$ cat src/rtl/alu_pkg.sv
// -----------------------------------------------------------------------------
// alu_pkg
// Shared definitions for the ALU issue stage: ALU opcode encoding, the LDI
// opcode bit, flag bit positions and a packed instruction record sized for
// the default configuration (BW=16, NREG=8).
// -----------------------------------------------------------------------------
package alu_pkg;

  localparam int OPW     = 4;   // opcode width on the instruction bus
  localparam int FLAGW   = 3;   // {overflow, negative, zero}
  localparam int LDI_BIT = 3;   // opcode 4'b1xxx is load-immediate

  localparam int FLAG_V = 2;
  localparam int FLAG_N = 1;
  localparam int FLAG_Z = 0;

  // Default geometry; the modules are parameterised but default to these.
  localparam int PKG_BW   = 16;
  localparam int PKG_NREG = 8;
  localparam int PKG_RW   = $clog2(PKG_NREG);

  typedef enum logic [2:0] {
    ADD    = 3'd0,
    SUB    = 3'd1,
    AND_L  = 3'd2,
    OR_L   = 3'd3,
    XOR_L  = 3'd4,
    INC    = 3'd5,
    PASS_A = 3'd6,
    PASS_B = 3'd7
  } alu_op_e;

  localparam logic [OPW-1:0] LDI_OP = 4'b1000;

  typedef struct packed {
    logic [OPW-1:0]    opcode;
    logic [PKG_RW-1:0] dst;
    logic [PKG_RW-1:0] src_a;
    logic [PKG_RW-1:0] src_b;
    logic [PKG_BW-1:0] imm;
  } alu_instr_t;

  // Widen an ALU operation to the 4-bit bus opcode (LDI bit clear).
  function automatic logic [OPW-1:0] alu_opcode(input alu_op_e op);
    return {1'b0, op};
  endfunction

  function automatic logic is_ldi(input logic [OPW-1:0] opcode);
    return opcode[LDI_BIT];
  endfunction

endpackage

$ cat src/rtl/alu_issue_stage_if.sv
// -----------------------------------------------------------------------------
// alu_issue_stage_if
// Bundles the three buses around the issue stage:
//   instruction  : instr_valid/instr_ready handshake + opcode, dst, src_a,
//                  src_b, imm
//   ALU          : alu_a, alu_b, alu_opcode out; alu_out, alu_flags back
//   writeback    : wb_valid, wb_dst, wb_data, architectural flags_q
// modport slave  : the issue stage itself
// modport master : the environment (instruction source, ALU, wb observer)
// -----------------------------------------------------------------------------
interface alu_issue_stage_if #(
  parameter int BW   = 16,
  parameter int NREG = 8
);
  localparam int RW = $clog2(NREG);

  logic          instr_valid;
  logic          instr_ready;
  logic [3:0]    instr_opcode;
  logic [RW-1:0] instr_dst;
  logic [RW-1:0] instr_src_a;
  logic [RW-1:0] instr_src_b;
  logic [BW-1:0] instr_imm;

  logic [BW-1:0] alu_a;
  logic [BW-1:0] alu_b;
  logic [3:0]    alu_opcode;
  logic [BW-1:0] alu_out;
  logic [2:0]    alu_flags;

  logic          wb_valid;
  logic [RW-1:0] wb_dst;
  logic [BW-1:0] wb_data;
  logic [2:0]    flags_q;

  modport slave (
    input  instr_valid, instr_opcode, instr_dst, instr_src_a, instr_src_b,
           instr_imm, alu_out, alu_flags,
    output instr_ready, alu_a, alu_b, alu_opcode,
           wb_valid, wb_dst, wb_data, flags_q
  );

  modport master (
    output instr_valid, instr_opcode, instr_dst, instr_src_a, instr_src_b,
           instr_imm, alu_out, alu_flags,
    input  instr_ready, alu_a, alu_b, alu_opcode,
           wb_valid, wb_dst, wb_data, flags_q
  );

endinterface

$ cat src/rtl/alu_regfile.sv
// -----------------------------------------------------------------------------
// alu_regfile
// NREG x BW register file: two combinational read ports, one synchronous
// write port, asynchronous active-low reset of every entry to zero.
// Ports:
//   clk, rst_n               clock / async active-low reset
//   raddr_a_i / rdata_a_o    read port A
//   raddr_b_i / rdata_b_o    read port B
//   we_i, waddr_i, wdata_i   write port (takes effect on the rising edge)
// Reads return the pre-write contents during a cycle with a write.
// -----------------------------------------------------------------------------
module alu_regfile #(
  parameter int BW   = 16,
  parameter int NREG = 8,
  localparam int RW  = $clog2(NREG)
) (
  input  logic          clk,
  input  logic          rst_n,
  input  logic [RW-1:0] raddr_a_i,
  output logic [BW-1:0] rdata_a_o,
  input  logic [RW-1:0] raddr_b_i,
  output logic [BW-1:0] rdata_b_o,
  input  logic          we_i,
  input  logic [RW-1:0] waddr_i,
  input  logic [BW-1:0] wdata_i
);

  logic [BW-1:0] rf_q [NREG];

  // NOTE: this storage is reset because architectural registers must read
  // as zero after reset; that keeps it in flops rather than a RAM macro.
  always_ff @(posedge clk or negedge rst_n) begin
    if (!rst_n) begin
      for (int i = 0; i < NREG; i++) rf_q[i] <= '0;
    end else if (we_i) begin
      rf_q[waddr_i] <= wdata_i;
    end
  end

  assign rdata_a_o = rf_q[raddr_a_i];
  assign rdata_b_o = rf_q[raddr_b_i];

endmodule

$ cat src/rtl/alu_issue_stage.sv
// -----------------------------------------------------------------------------
// alu_issue_stage
// Single-issue execute stage in front of an external combinational ALU.
// An instruction accepted on edge N has its operands (read from the internal
// register file) registered onto alu_a/alu_b/alu_opcode for cycle N..N+1;
// on edge N+1 the result (ALU output, or the immediate for LDI) is written
// to the register file and reported on wb_*. ALU ops also update flags_q.
//
// Ports:
//   clk, rst_n   clock, asynchronous active-low reset
//   bus_if       alu_issue_stage_if.slave: instruction handshake, ALU
//                operand/result bus, writeback and flags outputs
//
// Configuration macro: ALU_ISSUE_FWD_EN
//   defined   - a source matching the in-flight destination is forwarded
//               from the writeback value; instr_ready is 1 out of reset.
//   undefined - such a read-after-write hazard stalls for one cycle and the
//               operand is then read from the updated register file.
// -----------------------------------------------------------------------------
module alu_issue_stage
  import alu_pkg::*;
#(
  parameter int BW   = 16,
  parameter int NREG = 8
) (
  input  logic              clk,
  input  logic              rst_n,
  alu_issue_stage_if.slave  bus_if
);

  localparam int RW = $clog2(NREG);

  // Execute (E) stage registers
  logic          e_valid_q, e_valid_d;
  logic          e_ldi_q,   e_ldi_d;
  logic [RW-1:0] e_dst_q,   e_dst_d;
  logic [BW-1:0] e_imm_q,   e_imm_d;
  logic [BW-1:0] alu_a_q,   alu_a_d;
  logic [BW-1:0] alu_b_q,   alu_b_d;
  logic [3:0]    alu_op_q,  alu_op_d;

  // Writeback registers
  logic          wb_valid_q, wb_valid_d;
  logic [RW-1:0] wb_dst_q,   wb_dst_d;
  logic [BW-1:0] wb_data_q,  wb_data_d;
  logic [2:0]    arch_flags_q, arch_flags_d;

  logic          instr_ldi;
  logic          xfer;
  logic          hit_a, hit_b;
  logic [BW-1:0] rd_a, rd_b;
  logic [BW-1:0] opnd_a, opnd_b;
  logic [BW-1:0] wr_data;

  assign instr_ldi = is_ldi(bus_if.instr_opcode);

  // Value written back on the coming edge, also the forwarding source.
  assign wr_data = e_ldi_q ? e_imm_q : bus_if.alu_out;

  assign hit_a = e_valid_q && (bus_if.instr_src_a == e_dst_q);
  assign hit_b = e_valid_q && (bus_if.instr_src_b == e_dst_q);

  alu_regfile #(
    .BW   (BW),
    .NREG (NREG)
  ) u_regfile (
    .clk       (clk),
    .rst_n     (rst_n),
    .raddr_a_i (bus_if.instr_src_a),
    .rdata_a_o (rd_a),
    .raddr_b_i (bus_if.instr_src_b),
    .rdata_b_o (rd_b),
    .we_i      (e_valid_q),
    .waddr_i   (e_dst_q),
    .wdata_i   (wr_data)
  );

`ifdef ALU_ISSUE_FWD_EN
  // The in-flight result bypasses the register file, so nothing ever stalls.
  assign bus_if.instr_ready = rst_n;
  assign opnd_a = hit_a ? wr_data : rd_a;
  assign opnd_b = hit_b ? wr_data : rd_b;
`else
  logic hazard;

  // LDI does not read its sources, so it never waits on them.
  assign hazard = bus_if.instr_valid && !instr_ldi && (hit_a || hit_b);

  // A stall cycle has no transfer, so e_valid drops and the hazard clears
  // after exactly one cycle, by which time the register file holds the value.
  assign bus_if.instr_ready = rst_n && !hazard;
  assign opnd_a = rd_a;
  assign opnd_b = rd_b;
`endif

  assign xfer = bus_if.instr_valid && bus_if.instr_ready;

  // NOTE: every next-state signal gets a hold/default value before any
  // conditional update, so no path through this block can infer a latch.
  always_comb begin
    e_valid_d    = xfer;
    e_ldi_d      = e_ldi_q;
    e_dst_d      = e_dst_q;
    e_imm_d      = e_imm_q;
    alu_a_d      = alu_a_q;
    alu_b_d      = alu_b_q;
    alu_op_d     = alu_op_q;
    wb_valid_d   = e_valid_q;
    wb_dst_d     = wb_dst_q;
    wb_data_d    = wb_data_q;
    arch_flags_d = arch_flags_q;

    if (xfer) begin
      e_ldi_d  = instr_ldi;
      e_dst_d  = bus_if.instr_dst;
      e_imm_d  = bus_if.instr_imm;
      alu_a_d  = opnd_a;
      alu_b_d  = opnd_b;
      alu_op_d = bus_if.instr_opcode;
    end

    if (e_valid_q) begin
      wb_dst_d  = e_dst_q;
      wb_data_d = wr_data;
      if (!e_ldi_q) arch_flags_d = bus_if.alu_flags;
    end
  end

  // NOTE: state registers use non-blocking assignments so every flop samples
  // the pre-edge values, independent of statement order.
  always_ff @(posedge clk or negedge rst_n) begin
    if (!rst_n) begin
      e_valid_q    <= 1'b0;
      e_ldi_q      <= 1'b0;
      e_dst_q      <= '0;
      e_imm_q      <= '0;
      alu_a_q      <= '0;
      alu_b_q      <= '0;
      alu_op_q     <= '0;
      wb_valid_q   <= 1'b0;
      wb_dst_q     <= '0;
      wb_data_q    <= '0;
      arch_flags_q <= '0;
    end else begin
      e_valid_q    <= e_valid_d;
      e_ldi_q      <= e_ldi_d;
      e_dst_q      <= e_dst_d;
      e_imm_q      <= e_imm_d;
      alu_a_q      <= alu_a_d;
      alu_b_q      <= alu_b_d;
      alu_op_q     <= alu_op_d;
      wb_valid_q   <= wb_valid_d;
      wb_dst_q     <= wb_dst_d;
      wb_data_q    <= wb_data_d;
      arch_flags_q <= arch_flags_d;
    end
  end

  assign bus_if.alu_a      = alu_a_q;
  assign bus_if.alu_b      = alu_b_q;
  assign bus_if.alu_opcode = alu_op_q;
  assign bus_if.wb_valid   = wb_valid_q;
  assign bus_if.wb_dst     = wb_dst_q;
  assign bus_if.wb_data    = wb_data_q;
  assign bus_if.flags_q    = arch_flags_q;

endmodule
$ cat src/flat_wrapper.sv
// flat-port wrapper written by rule: the top's interface ports become plain ports
module alu_issue_stage_flat import alu_pkg::*;
#(
  parameter int BW   = 16,
  parameter int NREG = 8
)
  (clk, rst_n, bus_if_instr_valid, bus_if_instr_opcode, bus_if_instr_dst, bus_if_instr_src_a, bus_if_instr_src_b, bus_if_instr_imm, bus_if_alu_out, bus_if_alu_flags, bus_if_instr_ready, bus_if_alu_a, bus_if_alu_b, bus_if_alu_opcode, bus_if_wb_valid, bus_if_wb_dst, bus_if_wb_data, bus_if_flags_q);
  alu_issue_stage_if #(.BW(BW), .NREG(NREG)) bus_if_i ();
  input  logic clk;
  input  logic rst_n;
  input wire logic [$bits(bus_if_i.instr_valid)-1:0] bus_if_instr_valid;
  input wire logic [$bits(bus_if_i.instr_opcode)-1:0] bus_if_instr_opcode;
  input wire logic [$bits(bus_if_i.instr_dst)-1:0] bus_if_instr_dst;
  input wire logic [$bits(bus_if_i.instr_src_a)-1:0] bus_if_instr_src_a;
  input wire logic [$bits(bus_if_i.instr_src_b)-1:0] bus_if_instr_src_b;
  input wire logic [$bits(bus_if_i.instr_imm)-1:0] bus_if_instr_imm;
  input wire logic [$bits(bus_if_i.alu_out)-1:0] bus_if_alu_out;
  input wire logic [$bits(bus_if_i.alu_flags)-1:0] bus_if_alu_flags;
  output wire logic [$bits(bus_if_i.instr_ready)-1:0] bus_if_instr_ready;
  output wire logic [$bits(bus_if_i.alu_a)-1:0] bus_if_alu_a;
  output wire logic [$bits(bus_if_i.alu_b)-1:0] bus_if_alu_b;
  output wire logic [$bits(bus_if_i.alu_opcode)-1:0] bus_if_alu_opcode;
  output wire logic [$bits(bus_if_i.wb_valid)-1:0] bus_if_wb_valid;
  output wire logic [$bits(bus_if_i.wb_dst)-1:0] bus_if_wb_dst;
  output wire logic [$bits(bus_if_i.wb_data)-1:0] bus_if_wb_data;
  output wire logic [$bits(bus_if_i.flags_q)-1:0] bus_if_flags_q;
  assign bus_if_i.instr_valid = bus_if_instr_valid;
  assign bus_if_i.instr_opcode = bus_if_instr_opcode;
  assign bus_if_i.instr_dst = bus_if_instr_dst;
  assign bus_if_i.instr_src_a = bus_if_instr_src_a;
  assign bus_if_i.instr_src_b = bus_if_instr_src_b;
  assign bus_if_i.instr_imm = bus_if_instr_imm;
  assign bus_if_i.alu_out = bus_if_alu_out;
  assign bus_if_i.alu_flags = bus_if_alu_flags;
  assign bus_if_instr_ready = bus_if_i.instr_ready;
  assign bus_if_alu_a = bus_if_i.alu_a;
  assign bus_if_alu_b = bus_if_i.alu_b;
  assign bus_if_alu_opcode = bus_if_i.alu_opcode;
  assign bus_if_wb_valid = bus_if_i.wb_valid;
  assign bus_if_wb_dst = bus_if_i.wb_dst;
  assign bus_if_wb_data = bus_if_i.wb_data;
  assign bus_if_flags_q = bus_if_i.flags_q;
  alu_issue_stage #(.BW(BW), .NREG(NREG)) u_core (.clk(clk), .rst_n(rst_n), .bus_if(bus_if_i));
endmodule
$ cat config.mk
export PLATFORM = sky130hd
export DESIGN_NAME = alu_issue_stage_flat
export DESIGN_NICKNAME = d
export VERILOG_FILES = /design/src/rtl/alu_pkg.sv /design/src/rtl/alu_issue_stage_if.sv /design/src/rtl/alu_regfile.sv /design/src/rtl/alu_issue_stage.sv /design/src/flat_wrapper.sv
export SDC_FILE = /design/constraint.sdc
export NUM_CORES = 1
export LEC_CHECK = 0
export ABC_AREA = 1
export BUFFER_PORTS_ARGS = -buffer_cell sky130_fd_sc_hd__buf_2
export CORE_ASPECT_RATIO = 0.5
export CORE_MARGIN = 5
export CORE_UTILIZATION = 35
export DETAILED_ROUTE_END_ITERATION = 10
export PLACE_DENSITY_LB_ADDON = 0.2
export RECOVER_POWER = 100
export SYNTH_ARGS = -nofsm -noshare
export SYNTH_HDL_FRONTEND = slang
export SYNTH_SLANG_ARGS = --single-unit
$ cat constraint.sdc
create_clock -name clk -period 1.7 [get_ports clk]
set_input_delay 0.17 -clock clk [delete_from_list [all_inputs] [get_ports clk]]
set_output_delay 0.17 -clock clk [all_outputs]
set_load 0.01 [all_outputs]
[Word level (Yosys, flattened, before mapping)]
Index checks and enable logic that the tools add are counted.
Storage, ports and cells
  register bits after elaboration: 208
  latch bits: 0
  memory bits (writable): 0
  memory bits (read-only): 0
  bits of input ports: 51
  output and inout bits: 60
  word-level logic and storage cells: 50
  memories kept: 0
Cells by class
  add/sub/neg operators: 0
  multiply operators: 0
  divide/modulo/power cells: 0
  magnitude comparators: 4
  equality and inequality tests: 2
  shift-type cells: 0
  multiplexer cells: 10
  bitwise logic cells: 4
  reduce and logical (&&, ||, !) cells: 11
Operators with widths (count)
  bitwise mux 128 bit: 1
  binary-select mux 16 bit (select 3 bit): 2
  2-to-1 mux 16 bit: 6
  demux 16 bit (select 3 bit): 1
  >= comparator 4 bit, second input constant: 3
  NOT 3 -> 4 bit: 3
  logical AND 1 bit: 7
  == test 3 bit: 2
  less-than comparator 4 x 1 -> 1 bit, second input constant: 1
  zero test 1 bit: 2
  AND reduction 2 bit: 1
  logical OR 1 bit: 1
  NOT 1 bit: 1

[Depth between registers and ports, before layout]
  depth in word-level cells: 7
  gate-level depth with buffers: 12
  mapped depth without buffers: 9

[Hierarchy]
A second synthesis with hierarchy kept.
Unflattened totals
  cells, all modules: 1569
  area total of the unflattened synthesis: 10963.0 sq um
Modules (own cells, without submodules)
  alu_regfile: instances 1, cells each 1165, area an instance 7489.7 sq um, seq. area each 3203.1 sq um
  alu_issue_stage: instances 1, cells each 404, area an instance 3473.3 sq um, seq. area each 1976.9 sq um

[Least setup slack after synthesis]
OpenSTA, ideal clock, no wires.
  kind: reg2out
  start point: register u_core.e_dst_q[1]
  end point: output bus_if_instr_ready
  data arrival time: 1.210 ns
  data required time: 1.530 ns
  setup slack: 0.320 ns
  stages on the path, launching flop included: 11
  buffers on the path: 2
  cells stage by stage: dfrtp_1 > inv_2 > nand2_1 > nand2_1 > nand3_1 > nand2_1 > nand2_1 > buf_4 > buf_4 > nand2_1 > inv_1
On the way
  word-level cells in the longest chain between the ends: 6
  elaborated cells on any way between the ends: 8
  classes of those cells: eq/ne: 2; reduce/logical: 6
RTL lines
  start: declaration: line alu_issue_stage.sv:36  | logic [RW-1:0] e_dst_q, e_dst_d;
  start signal: assignment: line alu_issue_stage.sv:147  | e_dst_q <= e_dst_d;
  == test 3 bit, on equally long branches: line alu_issue_stage.sv:60, alu_issue_stage.sv:61
  logical AND 1 bit, on equally long branches: line alu_issue_stage.sv:60, alu_issue_stage.sv:61
  logical OR 1 bit *: line alu_issue_stage.sv:87  | assign hazard = bus_if.instr_valid && !instr_ldi && (hit_a || hit_b);
  logical AND 1 bit *: line alu_issue_stage.sv:87
  zero test 1 bit *: line alu_issue_stage.sv:91  | assign bus_if.instr_ready = rst_n && !hazard;
  logical AND 1 bit *: line alu_issue_stage.sv:91
  end: declaration: line flat_wrapper.sv:19  | output wire logic [$bits(bus_if_i.instr_ready)-1:0] bus_if_instr_ready;
Mark *: on every way between the ends. The rest lies on a longest branch, timed or not.

[Worst setup path in the final report]
  start point: register u_core.e_dst_q[0]
  end point: output bus_if_instr_ready
The elaborated chain is that of the path after synthesis.

==> flow_metrics.env <==
export IMPL_cp_arrival_ns=1.67
export IMPL_rsz0062_at_grt="yes"
export IMPL_synth_cell_area_sq_um=10860
export IMPL_antennaDiodeCount=0
export IMPL_synth_edf_count=0
export IMPL_synth_most_common_cell="nand2_1"
export IMPL_crit_path_start_kind="register"
export IMPL_crit_path_frequent_cell="nand2_1"
export IMPL_skew_ns=0.01830
export IMPL_routabilityCongestion=0.8639
export IMPL_cts_buffers=22
export IMPL_timing_hold_ws_ns=0.06393
export IMPL_p_int_uw=11770
export IMPL_cp_data_required_time_ns=1.53
export IMPL_worstMarginPinSlew_ns=1.076
export IMPL_place_hpwl_um=24370
export IMPL_drc_errors=0
export IMPL_clk_pin_slew_worst_paths_ns=0.07
export IMPL_yosysTopAreaCellShare_pct=47.70
export IMPL_place_ws_ns=0.1438
export IMPL_synth_ff_type="dfrtp_1"
export IMPL_die_y_um=134.6
export IMPL_period_needed_ns=1.842
export IMPL_antenna_left=0
export IMPL_cpMaxStageDelayCell="dfrtp_1"
export IMPL_power_density_nw_per_um2=1342
export IMPL_drv_slew=0
export IMPL_grt_total_usage_pct=21.43
export IMPL_hp_class="primary input to asynchronous set/reset pin"
export IMPL_grt_first_pass_wirelength_um=59280
export IMPL_p_sw_uw=6255
export IMPL_netlist_top_cells_count="nand2_1, dfrtp_1, inv_1"
export IMPL_fp_dieW_um=259.1
export IMPL_r2r_end="u_core.u_regfile.rf_q[53]"
export IMPL_avgRoutedWirePerCell_um=17.73
export IMPL_die_area_sq_um=34860
export IMPL_synth_top_cells_by_area="dfrtp_1, nand2_1, nand3_1, o21ai_0, inv_1"
export IMPL_p_seq_share_pct=40.2
export IMPL_area_growth_synth_to_final_pct=23.69
export IMPL_cp_max_fo=5
export IMPL_final_cells=2122
export IMPL_grt_overflow_total=0
export IMPL_fin_ws_ns=-0.1425
export IMPL_final_cell_area_sq_um=13430
export IMPL_cp_end_kind="output port"
export IMPL_ys_warn_count=0
export IMPL_drive_gt1_share_pct=13.77
export IMPL_max_clock_path_buffers=3
export IMPL_final_setup_viol_count=11
export IMPL_multi_input_area_sq_um=4664
export IMPL_power_leakage_uw=0.006980
export IMPL_worst_r2r_path_depth=8
export IMPL_ys_seq_elements=207
export IMPL_row_count=45
export IMPL_synthesis_nets=1594
export IMPL_ioPinCount=111
export IMPL_slew_headroom_pct=28.27
export IMPL_avgSynthCellArea_sq_um=7.038
export IMPL_h_tree_depth=1
export IMPL_tritoncts="yes"
export IMPL_critPathKind="register to output port"
export IMPL_seqCellArea_sq_um=5181
export IMPL_cpPeakStageDelay_ns=0.42
export IMPL_yosysUniqueCellTypes=20
export IMPL_synth_seq_area_share_pct=47.70
export IMPL_antenna_found_initial=0
export IMPL_max_cap_violations=0
export IMPL_worstSetupPathDepth=10
export IMPL_finalHoldViolations=0
export IMPL_yosysTopAreaCell="dfrtp_1"
export IMPL_violations="negative setup slack"
export IMPL_r2r_start="u_core.e_dst_q[0]"
export IMPL_cp_num_buf_inv=4
export IMPL_placed_area_sq_um=12160
export IMPL_drtIter0Drc=947
export IMPL_final_nets=1737
export IMPL_crit_family="flip-flops"
export IMPL_drt_pass1_iter_count=5
export IMPL_vias_per_cell=4.937
export IMPL_finalPower_uw=18020
export IMPL_synthArstFlopShare_pct=100.0
export IMPL_grt_pass1_vias=10030
export IMPL_outcome="finished, violations left"
export IMPL_clockRootBuffer="clkbuf_16"
export IMPL_power_frac_comb_pct=30.4
export IMPL_finalWirelength_um=37630
export IMPL_dp_cells=2034
export IMPL_clkPwrFrac_pct=29.4
export IMPL_start_util_pct=35.65
export IMPL_peakVddDrop_uv=637.1
export IMPL_coreArea_sq_um=30460
export IMPL_cts_sinks=207
export IMPL_swShare_pct=34.71
export IMPL_vias=10480
export IMPL_syn_inst=1543
export IMPL_fill_cells=3052
export IMPL_fmax_mhz=542.7
export IMPL_clk_latency_ns=0.53
export IMPL_crit_path_cell_trace="inv_2 > nand2_1 > nand2_1 > nand3_1 > nand2_1 > nand2_2 > buf_12 > nand2_4 > inv_2 > buf_6"
export IMPL_period_share_pct=108.4
export IMPL_port_buffers=110
export IMPL_grt_max_degree=65
export IMPL_r2r_slack_ns=-0.03
-- sequential cells by signal, summed over array words and instances, names as in the netlist --
signal                    count
u_core.bus_if.alu_opcode      4
u_core.bus_if.alu_a          16
u_core.bus_if.wb_valid        1
u_core.bus_if.flags_q         3
u_core.u_regfile.rf_q       128
u_core.e_valid_q              1
u_core.e_imm_q               16
u_core.bus_if.alu_b          16
u_core.e_dst_q                3
u_core.bus_if.wb_data        16
u_core.bus_if.wb_dst          3
-- layout make-up --
cell class | count | share of cell area (%)
Sequential cell | 207 | 38.57
Multi-Input combinational cell | 1092 | 34.73
Timing Repair Buffer | 223 | 13.01
Clock buffer | 30 | 4.779
Tap cell | 423 | 3.940
Inverter | 140 | 3.931
Clock inverter | 7 | 1.034
-- worst max-delay path by stage --
stage | start | slack, ns | endpoint
6_report | u_core.e_dst_q[0] | -0.14 | bus_if_instr_ready
5_1_grt | u_core.e_dst_q[2] | -0.26 | bus_if_instr_ready
4_1_cts | u_core.e_dst_q[2] | -0.18 | bus_if_instr_ready
3_5_place_dp | u_core.e_dst_q[2] | 0.14 | u_core.bus_if.alu_a[13]
3_3_place_gp | u_core.e_dst_q[2] | 0.16 | u_core.bus_if.alu_a[14]
2_1_floorplan | u_core.e_dst_q[1] | 0.32 | bus_if_instr_ready
-- per-stage QoR --
step	utilization, %	setup TNS [ns]
after floorplan	-	0
after global placement	39.93	0
after detailed placement	39.93	0
after CTS	44.10	-2.640
after global routing	44.10	-4.438
final	44.10	-0.2752
-- placed cells by master, fill, tap and decap left out, drive strengths merged --
cell and instances:
nand2 728, dfrtp 207, buf 176, inv 139, nand3 131, o21ai 128
nand4 55, dlygate4sd3 43, clkbuf 33, nor2 27, a31oi 16, bufinv 4
clkinv 4, mux2 3, a21oi 2, xnor2 1, o21a 1, dlymetal6s4s 1
-- worst reg2reg max path, stage by stage, from the launching register on --
cell	delay [ns]
dfrtp_1	0.42
inv_2	0.09
clkbuf_4	0.13
clkbuf_4	0.11
nand2_1	0.15
nor2_1	0.29
buf_6	0.29
nand2_1	0.08
o21ai_0	0.09
-- kinds of logic (layout without fill, tap and decap cells) --
kind of cell	Yosys count	after routing	synth area share, %
xor gates and xnor gates	1	1	0.08067
DFF	207	207	47.70
AOI/OAI and AO/OA	147	147	6.982
muxes	3	3	0.3111
and+or+nand+nor	941	941	35.30
buffers and inverters	244	400	9.621
-- repair_timing --
item                                   4_1_cts  5_1_grt
setup endpoints to repair                    1      141
endpoints found under the hold margin      123        0
gates resized for setup                      4        4
pin swaps                                    3        3
hold buffers                                44        0
setup buffers                                5        2
-- power groups by stage --
stage          clock, uW  sequential [uW]  combinational [uW]
2_1_floorplan          0             7300                3520
3_3_place_gp           0             7290                5300
3_5_place_dp           0             7310                5360
4_1_cts             5390             7250                5490
5_1_grt             5600             7410                6320
6_report            5300             7240                5470
-- routing by layer --
metal,GRT usage [%],vias to the layer above,wire length (um)
li1,-,5122,-
met1,31.45,4948,17780
met2,33.95,349,16830
met3,3.139,58,2247
met4,4.568,0,777
met5,0,-,0
No activity file was read; power rests on OpenSTA's default activity.
